`src/rtl/vanilla_issue_queue.sv`:
```
// vanilla_issue_queue
// Circular instruction queue sitting between fetch and execute. Fetch writes
// up to FETCH_W pre-decoded instructions per beat; each cycle the oldest entry
// is offered for issue, together with the next-oldest when the two form an
// independent INT/FP pair.
//
// Ports
//   clk_i, reset_n_i          clock, asynchronous active-low reset
//   flush_i                   drop queued and same-cycle incoming entries
//   fetch_v_i / fetch_cnt_i   beat valid and number of valid slots (slot 0 oldest)
//   fetch_instr_i             raw instruction payloads, FETCH_W slots
//   fetch_rd/rs1/rs2_i        register tags {is_fp_file, index}
//   fetch_wr_rd/rd_rs1/rd_rs2_i   operand-use flags per slot
//   fetch_is_fp/is_fp_load/special_i  class flags per slot
//   fetch_ready_o             a full beat fits (from registered occupancy)
//   issue_v_o                 bit0 oldest valid, bit1 second issued alongside
//   issue_instr_o             {second, oldest} payloads
//   issue_int_slot_o          issue slot holding the INT-class op
//   issue_ready_i             execute accepts the bundle
//   dual_cnt_o, single_cnt_o  handshake statistics (wrapping)
module vanilla_issue_queue #(
    parameter int FETCH_W = 2,
    parameter int DEPTH   = 8,
    parameter int INSTR_W = 32,
    parameter int REG_W   = 6,
    parameter int CNT_W   = 32
) (
    input  logic                           clk_i,
    input  logic                           reset_n_i,
    input  logic                           flush_i,
    input  logic                           fetch_v_i,
    input  logic [$clog2(FETCH_W+1)-1:0]   fetch_cnt_i,
    input  logic [FETCH_W*INSTR_W-1:0]     fetch_instr_i,
    input  logic [FETCH_W*REG_W-1:0]       fetch_rd_i,
    input  logic [FETCH_W*REG_W-1:0]       fetch_rs1_i,
    input  logic [FETCH_W*REG_W-1:0]       fetch_rs2_i,
    input  logic [FETCH_W-1:0]             fetch_wr_rd_i,
    input  logic [FETCH_W-1:0]             fetch_rd_rs1_i,
    input  logic [FETCH_W-1:0]             fetch_rd_rs2_i,
    input  logic [FETCH_W-1:0]             fetch_is_fp_i,
    input  logic [FETCH_W-1:0]             fetch_is_fp_load_i,
    input  logic [FETCH_W-1:0]             fetch_special_i,
    output logic                           fetch_ready_o,
    output logic [1:0]                     issue_v_o,
    output logic [2*INSTR_W-1:0]           issue_instr_o,
    output logic                           issue_int_slot_o,
    input  logic                           issue_ready_i,
    output logic [CNT_W-1:0]               dual_cnt_o,
    output logic [CNT_W-1:0]               single_cnt_o
);

    localparam int PTR_W = $clog2(DEPTH);
    localparam int OCC_W = $clog2(DEPTH + 1);
    localparam int FC_W  = $clog2(FETCH_W + 1);

    // Flag bit positions inside a stored entry
    localparam int F_WR  = 0;
    localparam int F_RS1 = 1;
    localparam int F_RS2 = 2;
    localparam int F_FP  = 3;
    localparam int F_FPL = 4;
    localparam int F_SP  = 5;

    // Entry storage (payload only, no reset needed)
    logic [INSTR_W-1:0] instr_mem [DEPTH];
    logic [REG_W-1:0]   rd_mem    [DEPTH];
    logic [REG_W-1:0]   rs1_mem   [DEPTH];
    logic [REG_W-1:0]   rs2_mem   [DEPTH];
    logic [5:0]         flag_mem  [DEPTH];

    logic [PTR_W-1:0] rd_ptr_q, rd_ptr_d;
    logic [PTR_W-1:0] wr_ptr_q, wr_ptr_d;
    logic [OCC_W-1:0] occ_q, occ_d;
    logic [CNT_W-1:0] dual_cnt_q, dual_cnt_d;
    logic [CNT_W-1:0] single_cnt_q, single_cnt_d;

    logic [PTR_W-1:0] next_ptr;
    logic [5:0]       head_flags, next_flags;
    logic [REG_W-1:0] head_rd;
    logic             head_int, next_int;
    logic             head_writes, raw_hazard, waw_hazard, fp_load_pair, pair_ok;
    logic             push_fire, pop_fire;
    logic [OCC_W-1:0] push_num, pop_num;

    logic [PTR_W-1:0] slot_idx [FETCH_W];
    logic [FETCH_W-1:0] slot_we;

    // ------------------------------------------------------------------
    // Pair selection between head and next-oldest entry
    // ------------------------------------------------------------------
    assign next_ptr   = rd_ptr_q + PTR_W'(1);
    assign head_flags = flag_mem[rd_ptr_q];
    assign next_flags = flag_mem[next_ptr];
    assign head_rd    = rd_mem[rd_ptr_q];

    // FP loads execute in the INT pipe, so they count as INT class
    assign head_int = !head_flags[F_FP] || head_flags[F_FPL];
    assign next_int = !next_flags[F_FP] || next_flags[F_FPL];

    // Tag 0 is integer x0 and never carries a dependency; FP tag {1,0} does
    assign head_writes  = head_flags[F_WR] && (head_rd != '0);
    assign raw_hazard   = head_writes &&
                          ((next_flags[F_RS1] && (rs1_mem[next_ptr] == head_rd)) ||
                           (next_flags[F_RS2] && (rs2_mem[next_ptr] == head_rd)));
    assign waw_hazard   = head_writes && next_flags[F_WR] && (rd_mem[next_ptr] == head_rd);
    assign fp_load_pair = head_flags[F_FPL] && next_flags[F_FPL];

    assign pair_ok = !head_flags[F_SP] && (head_int != next_int) &&
                     !fp_load_pair && !raw_hazard && !waw_hazard;

    assign issue_v_o[0]     = (occ_q != '0);
    assign issue_v_o[1]     = (occ_q >= OCC_W'(2)) && pair_ok;
    assign issue_instr_o    = {instr_mem[next_ptr], instr_mem[rd_ptr_q]};
    assign issue_int_slot_o = !head_int;

    assign fetch_ready_o = (OCC_W'(DEPTH) - occ_q) >= OCC_W'(FETCH_W);
    assign dual_cnt_o    = dual_cnt_q;
    assign single_cnt_o  = single_cnt_q;

    // ------------------------------------------------------------------
    // Handshakes; flush suppresses both push and the counted pop
    // ------------------------------------------------------------------
    assign push_fire = fetch_v_i && fetch_ready_o && !flush_i;
    assign pop_fire  = issue_v_o[0] && issue_ready_i && !flush_i;
    assign push_num  = OCC_W'(fetch_cnt_i);
    assign pop_num   = issue_v_o[1] ? OCC_W'(2) : OCC_W'(1);

    generate
        for (genvar gi = 0; gi < FETCH_W; gi++) begin : g_slot
            assign slot_idx[gi] = wr_ptr_q + PTR_W'(gi);
            assign slot_we[gi]  = push_fire && (FC_W'(gi) < fetch_cnt_i);
        end
    endgenerate

    always_ff @(posedge clk_i) begin
        for (int s = 0; s < FETCH_W; s++) begin
            if (slot_we[s]) begin
                instr_mem[slot_idx[s]] <= fetch_instr_i[s*INSTR_W +: INSTR_W];
                rd_mem[slot_idx[s]]    <= fetch_rd_i[s*REG_W +: REG_W];
                rs1_mem[slot_idx[s]]   <= fetch_rs1_i[s*REG_W +: REG_W];
                rs2_mem[slot_idx[s]]   <= fetch_rs2_i[s*REG_W +: REG_W];
                flag_mem[slot_idx[s]]  <= {fetch_special_i[s], fetch_is_fp_load_i[s],
                                           fetch_is_fp_i[s], fetch_rd_rs2_i[s],
                                           fetch_rd_rs1_i[s], fetch_wr_rd_i[s]};
            end
        end
    end

    always_comb begin
        rd_ptr_d     = rd_ptr_q;
        wr_ptr_d     = wr_ptr_q;
        occ_d        = occ_q;
        dual_cnt_d   = dual_cnt_q;
        single_cnt_d = single_cnt_q;
        if (flush_i) begin
            rd_ptr_d = '0;
            wr_ptr_d = '0;
            occ_d    = '0;
        end else begin
            if (pop_fire) begin
                rd_ptr_d = rd_ptr_q + PTR_W'(pop_num);
                if (issue_v_o[1]) dual_cnt_d   = dual_cnt_q + CNT_W'(1);
                else              single_cnt_d = single_cnt_q + CNT_W'(1);
            end
            if (push_fire) begin
                wr_ptr_d = wr_ptr_q + PTR_W'(fetch_cnt_i);
            end
            occ_d = occ_q + (push_fire ? push_num : '0) - (pop_fire ? pop_num : '0);
        end
    end

    always_ff @(posedge clk_i or negedge reset_n_i) begin
        if (!reset_n_i) begin
            rd_ptr_q     <= '0;
            wr_ptr_q     <= '0;
            occ_q        <= '0;
            dual_cnt_q   <= '0;
            single_cnt_q <= '0;
        end else begin
            rd_ptr_q     <= rd_ptr_d;
            wr_ptr_q     <= wr_ptr_d;
            occ_q        <= occ_d;
            dual_cnt_q   <= dual_cnt_d;
            single_cnt_q <= single_cnt_d;
        end
    end

endmodule
```
`config.mk`:
```
export PLATFORM = sky130hd
export DESIGN_NAME = vanilla_issue_queue
export DESIGN_NICKNAME = d
export VERILOG_FILES = /design/src/rtl/vanilla_issue_queue.sv
export SDC_FILE = /design/constraint.sdc
export NUM_CORES = 1
export LEC_CHECK = 0
export CORE_MARGIN = 3
export CORE_UTILIZATION = 63
export CTS_CLUSTER_DIAMETER = 40
export DETAILED_ROUTE_END_ITERATION = 8
export GPL_TIMING_DRIVEN = 0
export PLACE_DENSITY = 0.86
export SYNTH_ARGS = -nofsm -noshare
export SYNTH_HDL_FRONTEND = slang
export SYNTH_SLANG_ARGS = --single-unit
```
`constraint.sdc`:
```
create_clock -name clk_i -period 17.4 [get_ports clk_i]
set_input_delay 3.48 -clock clk_i [delete_from_list [all_inputs] [get_ports clk_i]]
set_output_delay 3.48 -clock clk_i [all_outputs]
set_load 0.05 [all_outputs]
```
---- Yosys cells after proc, flatten, opt, wreduce, memory -nomap -nowiden ----
Memory sizes are Yosys's and may differ from the RTL's.
Cells that the tools add are included.
word-level totals
  register bits after elaboration ......... 74
  bits in writable memories ............... 448
  input bits .............................. 119
  output and inout port bits .............. 132
  logic and storage cells ................. 76
  memories ................................ 5
cells by class
  add/sub/neg operators ................... 9
  magnitude comparators ................... 4
  eq/ne operators ......................... 4
  muxes and demuxes ....................... 12
  bitwise logic cells ..................... 2
  reductions and logical operators ........ 35
memory list
  memory     depth  bits a word  rd ports  clocked after memory_dff  wr ports  RTL line  text
  instr_mem  8      32           2         0                         2         65        logic [INSTR_W-1:0] instr_mem [DEPTH];
  flag_mem   8      6            2         0                         2         69        logic [5:0] flag_mem [DEPTH];
  rd_mem     8      6            2         0                         2         66        logic [REG_W-1:0] rd_mem [DEPTH];
  rs1_mem    8      6            1         0                         2         67        logic [REG_W-1:0] rs1_mem [DEPTH];
  rs2_mem    8      6            1         0                         2         68        logic [REG_W-1:0] rs2_mem [DEPTH];
operators by type and width
  cell                                                                                  number
  32-bit by 1-bit adder with 32-bit output (second input constant)                      2
  6-bit == test                                                                         3
  1-bit logical AND                                                                     18
  3-bit 2-to-1 mux                                                                      4
  4-bit by 2-bit greater-or-equal comparator with 1-bit output (second input constant)  2
  1-bit zero test                                                                       8
  3-bit by 1-bit adder with 3-bit output (second input constant)                        2
  3-bit by 2-bit adder with 3-bit output                                                2
  2-bit 2-to-1 mux                                                                      3
  3-bit AND reduction                                                                   2
  6-bit nonzero test                                                                    1
  4-bit by 2-bit adder with 4-bit output                                                1
  1-bit by 2-bit less-than comparator with 1-bit output (first input constant)          2
  1-bit 2-to-1 mux                                                                      4
  4-bit 2-to-1 mux                                                                      1
  2-bit nonzero test                                                                    2
  4-bit nonzero test                                                                    1
  4-bit by 2-bit subtractor with 4-bit output                                           1
  4-bit subtractor (first input constant)                                               1
  1-bit logical OR                                                                      3
  1-bit inverter                                                                        2
  1-bit != test                                                                         1

---- Logic depth before layout (Yosys ltp) ----
Gate-level depths: netlist (run 1).
An unclocked memory read counts as a cell.
  word-level depth ........................ 14
  mapped depth ............................ 19
  depth with buffers taken out ............ 16

---- Least setup slack after synthesis (run 1) ----
Ideal clock, no wire load.
  path type ............................... input to register
  from .................................... input port fetch_v_i
  to ...................................... memory flag_mem[0][0], enable pin
  setup time .............................. 0.553 ns
  data arrival time ....................... 8.337 ns
  data required time ...................... 16.847 ns
  slack ................................... 8.510 ns
  cell stages on the path ................. 6
  buffers on the path ..................... 1
  cell sequence ........................... and2_1 clkbuf_1 nand3b_1 nand2_1 nand2b_1 o31ai_1
RTL lines
  element      RTL line  text
  from (decl)  31        input logic fetch_v_i,
  to (decl)    69

---- Worst setup path in the final report (run 1) ----
  from .................................... register rd_ptr_q[1]
  to ...................................... output port issue_instr_o[48]
on the way
  cells in the longest elaborated chain, start to end .. 2
RTL lines
  element                                 RTL line  text
  from (decl)                             71        logic [PTR_W-1:0] rd_ptr_q, rd_ptr_d;
  from (signal assigned)                  180       rd_ptr_q <= rd_ptr_d;
  3-bit by 1-bit adder with 3-bit output  91        assign next_ptr = rd_ptr_q + PTR_W'(1);
  memory 8 x 32 bit                       -
  to (decl)                               45        output logic [2*INSTR_W-1:0] issue_instr_o,
Every way passes these cells.

==> results of run 1 <==
## flip-flops by register name, summed over array words and instances, names as in the netlist
name and count:
dual_cnt_o 32, wr_ptr_q 3, rd_ptr_q 3, rs2_mem 48, instr_mem 256, flag_mem 48
rd_mem 48, occ_q 4, rs1_mem 48, single_cnt_o 32
## synthesized netlist by cell type (all sizes together), types with 20 or more instances
| library cell | instances | area share [%] |
|---|---|---|
| clkbuf | 66 | 0.85 |
| nand3 | 28 | 0.50 |
| nor2 | 38 | 0.49 |
| nand2 | 223 | 2.9 |
| edfxtp | 448 | 46 |
| xor2 | 48 | 1.4 |
| mux4 | 193 | 15 |
| mux2 | 451 | 17 |
| inv | 20 | 0.26 |
| dfrtp | 74 | 6.4 |
| mux2i | 29 | 1.1 |
| buf | 56 | 1.2 |
| xnor2 | 64 | 1.9 |
## critical path: cells and delay by family (launching register included)
| kind | cells | cell delay [ps] |
|---|---|---|
| adders and majority gates | 1 | 440 |
| buffers and inverters | 6 | 3280 |
| DFF | 1 | 460 |
| muxes | 1 | 600 |
| and+or+nand+nor | 2 | 210 |
## cell families after synthesis
kind of cell	count (synthesis)	share of synthesized area, %
buf+inv	142	2.32
fa+ha+maj	18	0.876
mux	673	33.6
xor+xnor	112	3.39
compound gates	37	1.07
flops	522	52.5
simple gates	388	6.26
## area by class of cell
class | instances | area, um^2 | share of cell area [%]
tap | 600 | 751 | 2.10
clock inverter | 46 | 601 | 1.68
timing repair buffer | 273 | 3000 | 8.39
sequential | 522 | 15300 | 42.9
multi-input combinational | 1228 | 13300 | 37.1
clock buffer | 93 | 2100 | 5.89
inverter | 20 | 75.1 | 0.210
buffer | 122 | 601 | 1.68
antenna | 8 | 20.0 | 0.0561
## layer usage
| metal | GRT usage [%] | vias up |
|---|---|---|
| met3 | 8.80 | 311 |
| met5 | 0 | - |
| li1 | - | 8121 |
| met1 | 41.3 | 9947 |
| met4 | 15.8 | 16 |
| met2 | 55.6 | 1303 |
## report_power, final
group,internal [mW],switching (mW),leakage [nW]
Combinational,1.14,1.62,6.21
Sequential,1.48,0.0585,5.04
Clock,1.06,0.585,1.33
## stage by stage
step / total power [mW] / utilization, % / instance area, um^2
6_report: 5.94 / 78.3 / 35700
5_1_grt: 6.13 / 78.3 / 35700
4_1_cts: 5.93 / 78.3 / 35700
3_5_place_dp: 4.27 / 72.4 / 33000
3_3_place_gp: 4.20 / 71.1 / 32400
2_1_floorplan: 3.45 / - / 29100
## final timing paths
kind	endpoint	slack (ps)
max in group asynchronous	dual_cnt_o[14]$_DFFE_PN0P_	14090
setup reg to reg	occ_q[3]$_DFF_PN0_	11940
setup / recovery	issue_instr_o[48]	8310
hold / removal	single_cnt_o[31]$_DFFE_PN0P_	470
hold reg to reg	single_cnt_o[31]$_DFFE_PN0P_	470
min in group asynchronous	single_cnt_o[19]$_DFFE_PN0P_	2730
==> impl_metrics.ini, run 1 <==
[routing]
num_vias = 19700
wl_met3_um = 8610
routed.top_layer = met5
dr.pass1.iters = 6
via_per_inst = 6.76
wl_per_cell_um = 28.3
m1WireLength_um = 28800
met2WireLength_um = 40900
drtIter0Drc = 2250
wl_um = 82500
ant_nets = 0
drt_drc_violations_left = 0

[yosys]
netlist_instances = 1892
syn_area_per_cell_um2 = 15.4
ys_types = 64
synth_flop_cell = edfxtp_1
syn-cell-area_um2 = 29100
ys.warnings.count = 0
ys_seq_area_share_pct = 52.5
synth-async-reset-ratio_pct = 14.2
synth_fp_nets = 2029
synth_edf_count = 448
ys_seq_elements = 522

[sta]
setup_slack_ps = 8310
report.final.setup_viol = 0
clock.fmax_mhz = 110
rsz0062_at_grt = no
fin_skew_ps = 25.7
drv_slew = 0
period_minus_slack_ps = 9090
post-route-period-util_pct = 52.2
maxSlewHeadroom_pct = 21.5
whs_ps = 471
tns_ps = 0
worstMarginPinSlew_ps = 1170
hold_violations = 0

[floorplan]
rows = 78
die_x_um = 221
initial_core_util_pct = 63.9
io_pins = 251
dieHeight_um = 221
die_area_um2 = 48900
core_area_um2 = 45600

[clock_network]
hold_buffers = 0
root_buffer = clkbuf_16
clockBufferDepth = 3
ctsResizeCount = 0
cts_setup_buffers = 0
ctsHtreeMaxLevel = 3
cts_buffers = 78
clock-sinks = 522
path_clk_slew_ps = 50
clock_latency_ps = 610
cts_tree = built

[grt]
grt_pass1_wl_um = 124000
grt_overflow = 0
grt_pass1_vias = 20700
track_usage_pct = 33.5
antenna_found_initial = 16
grt_max_degree = 62

[placement]
place.gp.congestion = 0.857
io_buffers = 250
hpwl_um = 54400
dp_slack_ps = 8960
dp_cells = 2765

[setup_path]
worstSetupEndpointType = output pin
rr_startpoint = rd_ptr_q[1]$_DFFE_PN0P_
crit_start = rd_ptr_q[1]$_DFFE_PN0P_
startpoint_type = flop
arrival_ps = 5610
cp.required_ps = 13920
worstPathMaxFanout = 10
cpPeakStageDelay_ps = 890
crit_type = flop to output pin
r2r_cells = 18
cpMaxStageDelayCell = buf_1
crit_chain = ha_1 -> buf_4 -> buf_2 -> buf_2 -> buf_1 -> buf_1 -> mux4_2 -> nand2_1 -> nand2_1 -> clkdlybuf4s50_1

[run_status]
status = completed

[flow_run]
maxCapViolCount = 0

[power]
p_leak_nw = 12.6
power.density_nw_per_um2 = 166
ir_drop_mv = 0.204

[min_path]
min_path_cells = 1
hold_start = single_cnt_o[31]$_DFFE_PN0P_
hold_class = flop to flop

[finish]
final_common_cell = mux2_2
finalNetCount = 2382
fin_cells = 2912
mostFrequentLayoutCells = mux2_2, edfxtp_1, clkdlybuf4s50_1
syn2layout_area_growth_pct = 22.6
drive_gt1_share_pct = 37.1
fillCellCount = 2464
No activity file was read; power rests on OpenSTA's default activity.
==> inputs of run 2 (changes only) <==
--- a/config.mk
+++ b/config.mk
@@ -6,11 +6,11 @@
 export NUM_CORES = 1
 export LEC_CHECK = 0
 export CORE_MARGIN = 3
-export CORE_UTILIZATION = 63
+export CORE_UTILIZATION = 59
 export CTS_CLUSTER_DIAMETER = 40
 export DETAILED_ROUTE_END_ITERATION = 8
 export GPL_TIMING_DRIVEN = 0
-export PLACE_DENSITY = 0.86
+export PLACE_DENSITY = 0.81
 export SYNTH_ARGS = -nofsm -noshare
 export SYNTH_HDL_FRONTEND = slang
 export SYNTH_SLANG_ARGS = --single-unit
==> constraint.sdc (replaced) <==
create_clock -name clk_i -period 8.75 [get_ports clk_i]
set_input_delay 1.75 -clock clk_i [delete_from_list [all_inputs] [get_ports clk_i]]
set_output_delay 1.75 -clock clk_i [all_outputs]
set_load 0.05 [all_outputs]
==> run 2 against run 1 <==
  * Clock skew rose by 3.3 ps
  * Critical endpoint is now issue_instr_o[63]
  * First-iteration DRC count fell by 9.1%
  * Hold slack got worse by 3.9 ps
  * Sequential share of layout area fell by 0.29 points
  * Clock-buffer cell count fell by 2
  * Via count fell by 0.86%
  * Setup slack got worse by 7000 ps
  * Sequential power rose by 99%
  * Register-to-register slack got worse by 8600 ps
  * Critical path depth did not move
  * Final area rose by 0.69%
  * Critical path type unchanged
  * Die area rose by 6.6%
==> impl_metrics.ini, run 2 (same netlist as run 1, synthesis figures left out) <==
[grt]
grt_overflow = 0
grt_pass1_vias = 20400
grt_max_degree = 62
track_usage_pct = 31.5
antenna_found_initial = 9
grt_pass1_wl_um = 124000

[setup_path]
worstSetupEndpointType = output pin
cp.buffers_inverters = 6
cpLargestDelayFamily = buffers and inverters
crit_chain = ha_1 -> buf_4 -> buf_2 -> buf_2 -> buf_1 -> buf_1 -> mux4_2 -> nand2_1 -> nand2_1 -> clkdlybuf4s50_1
cpPeakStageDelay_ps = 900
startpoint_type = flop
cpMaxStageDelayCell = buf_1
worstPathMaxFanout = 10
cp.required_ps = 7000
crit_type = flop to output pin
arrival_ps = 5640

[sta]
post-route-period-util_pct = 84.5
tns_ps = 0
setup_slack_ps = 1360
clock.fmax_mhz = 135
fin_skew_ps = 29.0
worstMarginPinSlew_ps = 1190
hold_violations = 0
report.final.setup_viol = 0
rsz0062_at_grt = no
period_minus_slack_ps = 7390
drv_slew = 0
whs_ps = 467
maxSlewHeadroom_pct = 20.3

[finish]
finalNetCount = 2390
syn2layout_area_growth_pct = 23.4
mostFrequentLayoutCells = mux2_2, edfxtp_1, clkdlybuf4s50_1
fin_cells = 2983
drive_gt1_share_pct = 37.9
final_common_cell = mux2_2
design_area_um2 = 36000
largest_reg_flops = 256
fillCellCount = 2935

[routing]
met2WireLength_um = 41200
m1WireLength_um = 30300
wl_met3_um = 7810
via_per_inst = 6.55
routed.top_layer = met5
dr.pass1.iters = 5
num_vias = 19500
ant_nets = 0
wl_per_cell_um = 27.7
drt_drc_violations_left = 0
drtIter0Drc = 2046
wl_um = 82600

[floorplan]
die_area_um2 = 52100
initial_core_util_pct = 60.4
dieHeight_um = 228
io_pins = 251
core_area_um2 = 48200
rows = 80
die_x_um = 228

[clock_network]
cts_buffers = 85
clock_latency_ps = 620
cts_setup_buffers = 0
clock-sinks = 522
ctsHtreeMaxLevel = 3
path_clk_slew_ps = 50
root_buffer = clkbuf_16
cts_tree = built
ctsResizeCount = 0
clockBufferDepth = 3
hold_buffers = 0

[placement]
dp_cells = 2822
dpl_cell_area_um2 = 33100
hpwl_um = 54600
io_buffers = 250
dp_slack_ps = 1990
place.gp.congestion = 0.821

[power]
ir_drop_mv = 0.357
p_leak_nw = 12.6
power.density_nw_per_um2 = 330

[run_status]
status = completed

[min_path]
hold_class = flop to flop

[flow_run]
maxCapViolCount = 0
## run 2: worst paths after layout
path                                              start                      endpoint  slack [ps]  cells after the start
max                             rd_ptr_q[1]$_DFFE_PN0P_             issue_instr_o[63]        1360                     10
max in group asynchronous                     reset_n_i    dual_cnt_o[13]$_DFFE_PN0P_        7170                      2
min                        single_cnt_o[31]$_DFFE_PN0P_  single_cnt_o[31]$_DFFE_PN0P_         470                      1
min in group asynchronous                     reset_n_i  single_cnt_o[16]$_DFFE_PN0P_         990                      1
min reg2reg                single_cnt_o[31]$_DFFE_PN0P_  single_cnt_o[31]$_DFFE_PN0P_         470                      1
max reg2reg                     rd_ptr_q[1]$_DFFE_PN0P_            occ_q[3]$_DFF_PN0_        3380                     17
## run 2: worst register-to-register path, cell delays in order, from the launching register on
cell,delay [ps]
dfrtp_1,460
ha_1,190
buf_2,250
xor2_1,950
mux4_2,430
mux2i_1,350
xnor2_1,140
o211ai_1,190
nor2_1,160
o31ai_4,480
buf_6,210
inv_1,70
fa_1,490
ha_1,310
a21o_1,150
a21oi_1,210
xnor2_1,150
nor2_1,60
## run 2: routing by layer
metal,vias up,global-route usage (%)
li1,8152,-
met1,9962,40.1
met2,1149,52.3
met3,258,7.57
met4,8,13.0
met5,-,0
## run 2: power by group
| group | leakage, nW | switching (mW) | internal, mW | total, mW |
|---|---|---|---|---|
| clock network | 1.38 | 1.27 | 2.09 | 3.36 |
| registers | 5.04 | 0.112 | 2.95 | 3.06 |
| logic | 6.21 | 3.19 | 2.26 | 5.45 |
## run 2: area by class of cell
class / count / area [um^2] / share of cell area (%)
clock inverters: 65 / 664 / 1.85
multi-input cells: 1228 / 13300 / 36.9
repair buffers: 274 / 3020 / 8.39
well taps: 656 / 821 / 2.28
diodes: 5 / 12.5 / 0.0348
inverters: 20 / 75.1 / 0.209
flip-flops and latches: 522 / 15300 / 42.6
clock buffers: 91 / 2200 / 6.12
plain buffers: 122 / 601 / 1.67
## run 2: per-stage QoR
stage          power, mW  utilization, %
4_1_cts             11.9            74.5
3_3_place_gp        8.36            67.3
2_1_floorplan       6.85               -
5_1_grt             12.3            74.5
3_5_place_dp        8.50            68.5
6_report            11.9            74.5
==> inputs of run 3 (changes only) <==
--- a/config.mk
+++ b/config.mk
@@ -6,11 +6,11 @@
 export NUM_CORES = 1
 export LEC_CHECK = 0
 export CORE_MARGIN = 3
-export CORE_UTILIZATION = 59
+export CORE_UTILIZATION = 53
 export CTS_CLUSTER_DIAMETER = 40
 export DETAILED_ROUTE_END_ITERATION = 8
 export GPL_TIMING_DRIVEN = 0
-export PLACE_DENSITY = 0.81
+export PLACE_DENSITY = 0.77
 export SYNTH_ARGS = -nofsm -noshare
 export SYNTH_HDL_FRONTEND = slang
 export SYNTH_SLANG_ARGS = --single-unit
==> constraint.sdc (replaced) <==
create_clock -name clk_i -period 6 [get_ports clk_i]
set_input_delay 1.2 -clock clk_i [delete_from_list [all_inputs] [get_ports clk_i]]
set_output_delay 1.2 -clock clk_i [all_outputs]
set_load 0.05 [all_outputs]
==> run 3 against run 2 <==
  * Sequential power rose by 46%
  * Largest power group unchanged
  * Clock power rose by 54%
  * Clock-buffer cell count rose by 3
  * Highest routed layer unchanged
  * Non-clock buffer count rose by 3
  * Total power rose by 49%
  * Sequential share of layout area fell by 0.43 points
  * Largest cell class unchanged
  * Cell count rose by 1.5%
  * Wire length rose by 1.3%
  * Critical endpoint unchanged
  * Combinational power rose by 47%
  * Core utilization fell by 7.4 points
  * First-iteration DRC count rose by 1.9%
==> impl_metrics.ini, run 3 (same netlist as run 1, synthesis figures left out) <==
[power]
p_total_mw = 17.7
power.density_nw_per_um2 = 486
p_leak_nw = 12.8
ir_drop_mv = 0.666

[clock_network]
path_clk_slew_ps = 60
clock-sinks = 522
cts_tree = built
clock_latency_ps = 630
root_buffer = clkbuf_16
cts_setup_buffers = 0
clockBufferDepth = 3
ctsHtreeMaxLevel = 3
hold_buffers = 0
cts_buffers = 84

[sta]
whs_ps = 432
maxSlewHeadroom_pct = 32.7
clock.fmax_mhz = 171
hold_violations = 0
period_minus_slack_ps = 5840
report.final.setup_viol = 0
worstMarginPinSlew_ps = 1010
fin_skew_ps = 31.6
drv_slew = 0
post-route-period-util_pct = 97.3

[finish]
syn2layout_area_growth_pct = 24.7
drive_gt1_share_pct = 38.6
finalNetCount = 2392
final_common_cell = mux2_2
design_area_um2 = 36300
fillCellCount = 3664
largest_reg_flops = 256
mostFrequentLayoutCells = mux2_2, edfxtp_1, clkdlybuf4s50_1

[placement]
hpwl_um = 55500
io_buffers = 250
dpl_cell_area_um2 = 33200
place.gp.congestion = 0.850

[grt]
grt_use_met3_pct = 7.56
track_usage_pct = 29.1
grt_use_met1_pct = 36.6
grt_pass1_vias = 20100
grt_pass1_wl_um = 125000
grt_overflow = 0
antenna_found_initial = 11
met2_usage_pct = 49.6
busiest_layer = met2
grt_max_degree = 64

[setup_path]
cp.required_ps = 4800
crit_type = flop to output pin
arrival_ps = 4640
worstSetupEndpointType = output pin
startpoint_type = flop
worstPathMaxFanout = 10

[floorplan]
io_pins = 251
core_area_um2 = 54100
initial_core_util_pct = 53.8
dieHeight_um = 240
die_x_um = 240
rows = 85
die_area_um2 = 57800

[routing]
wl_per_cell_um = 27.6
ant_nets = 0
via_per_inst = 6.34
drt_drc_violations_left = 0
dr.pass1.iters = 5
wl_um = 83700
drtIter0Drc = 2084
num_vias = 19200

[flow_run]
maxCapViolCount = 0

[run_status]
status = completed

[min_path]
hold_class = input pin to async pin
-- run 3: cell count changes in the layout (fill, tap and decap cells not counted), moves of 4 or more --
cell | previous run | this run
clkinv_4 | 11 | 6
clkbuf_2 | 0 | 4
buf_1 | 17 | 6
buf_4 | 10 | 18
buf_16 | 8 | 12
bufinv_16 | 8 | 16
inv_6 | 15 | 8
-- run 3: through the flow --
stage	setup WS (ps)	utilization, %	std cells	setup TNS, ps
5_1_grt	-25.1	67.1	3024	-25.1
4_1_cts	13.6	67.0	3020	0
6_report	165	67.1	3029	0
3_3_place_gp	-2910	60.1	2838	-1212560
3_5_place_dp	-225	61.3	2864	-3090
2_1_floorplan	871	-	1892	0
-- run 3: worst max-delay path: stages, from the launching register on --
cell and delay, ps:
dfrtp_1 390, buf_6 210, buf_12 180, buf_12 170, buf_6 200, buf_4 320, buf_2 360, clkbuf_2 380
clkbuf_2 430, mux4_2 270, nand2_1 60, nand2_1 180, clkdlybuf4s50_1 850
-- run 3: path summary, 6_finish.rpt --
check                                                   from  cells past startpoint  slack [ps]                           end
worst max-delay path                 rd_ptr_q[0]$_DFFE_PN0P_                     12         160             issue_instr_o[63]
worst min-delay path                               reset_n_i                      1         430  single_cnt_o[13]$_DFFE_PN0P_
worst max register to register       rd_ptr_q[1]$_DFFE_PN0P_                     18         810            occ_q[3]$_DFF_PN0_
worst min register to register  single_cnt_o[31]$_DFFE_PN0P_                      1         460  single_cnt_o[31]$_DFFE_PN0P_
max in group asynchronous                          reset_n_i                      2        4990    dual_cnt_o[28]$_DFFE_PN0P_
min in group clk_i              single_cnt_o[31]$_DFFE_PN0P_                      1         460  single_cnt_o[31]$_DFFE_PN0P_
-- run 3: per-layer routing --
| metal | up-vias | share of wire, % | wire, um |
|---|---|---|---|
| li1 | 8161 | - | - |
| met3 | 181 | 9.4 | 7900 |
| met2 | 1041 | 51 | 42800 |
| met1 | 9821 | 37 | 30800 |
| met5 | - | 0.096 | 80 |
| met4 | 12 | 2.6 | 2140 |
-- run 3: power by group --
group	internal (mW)	total (mW)	switching (mW)
registers	4.30	4.47	0.166
clock network	3.33	5.18	1.85
logic	3.34	8.02	4.68
-- run 3: repair_timing --
item	CTS	global route
pin swaps	0	0
endpoints found under the setup margin	64	12
gates resized for setup	49	9
-- run 3: cell type report --
type	instances	area, um^2	share of cell area [%]
tap	696	871	2.40
inverter	20	75.1	0.207
clock inverter	62	867	2.39
buffer	122	663	1.83
sequential	522	15300	42.1
clock buffer	94	2160	5.95
timing repair buffer	277	3090	8.50
antenna	8	20.0	0.0551
multi-input combinational	1228	13300	36.5
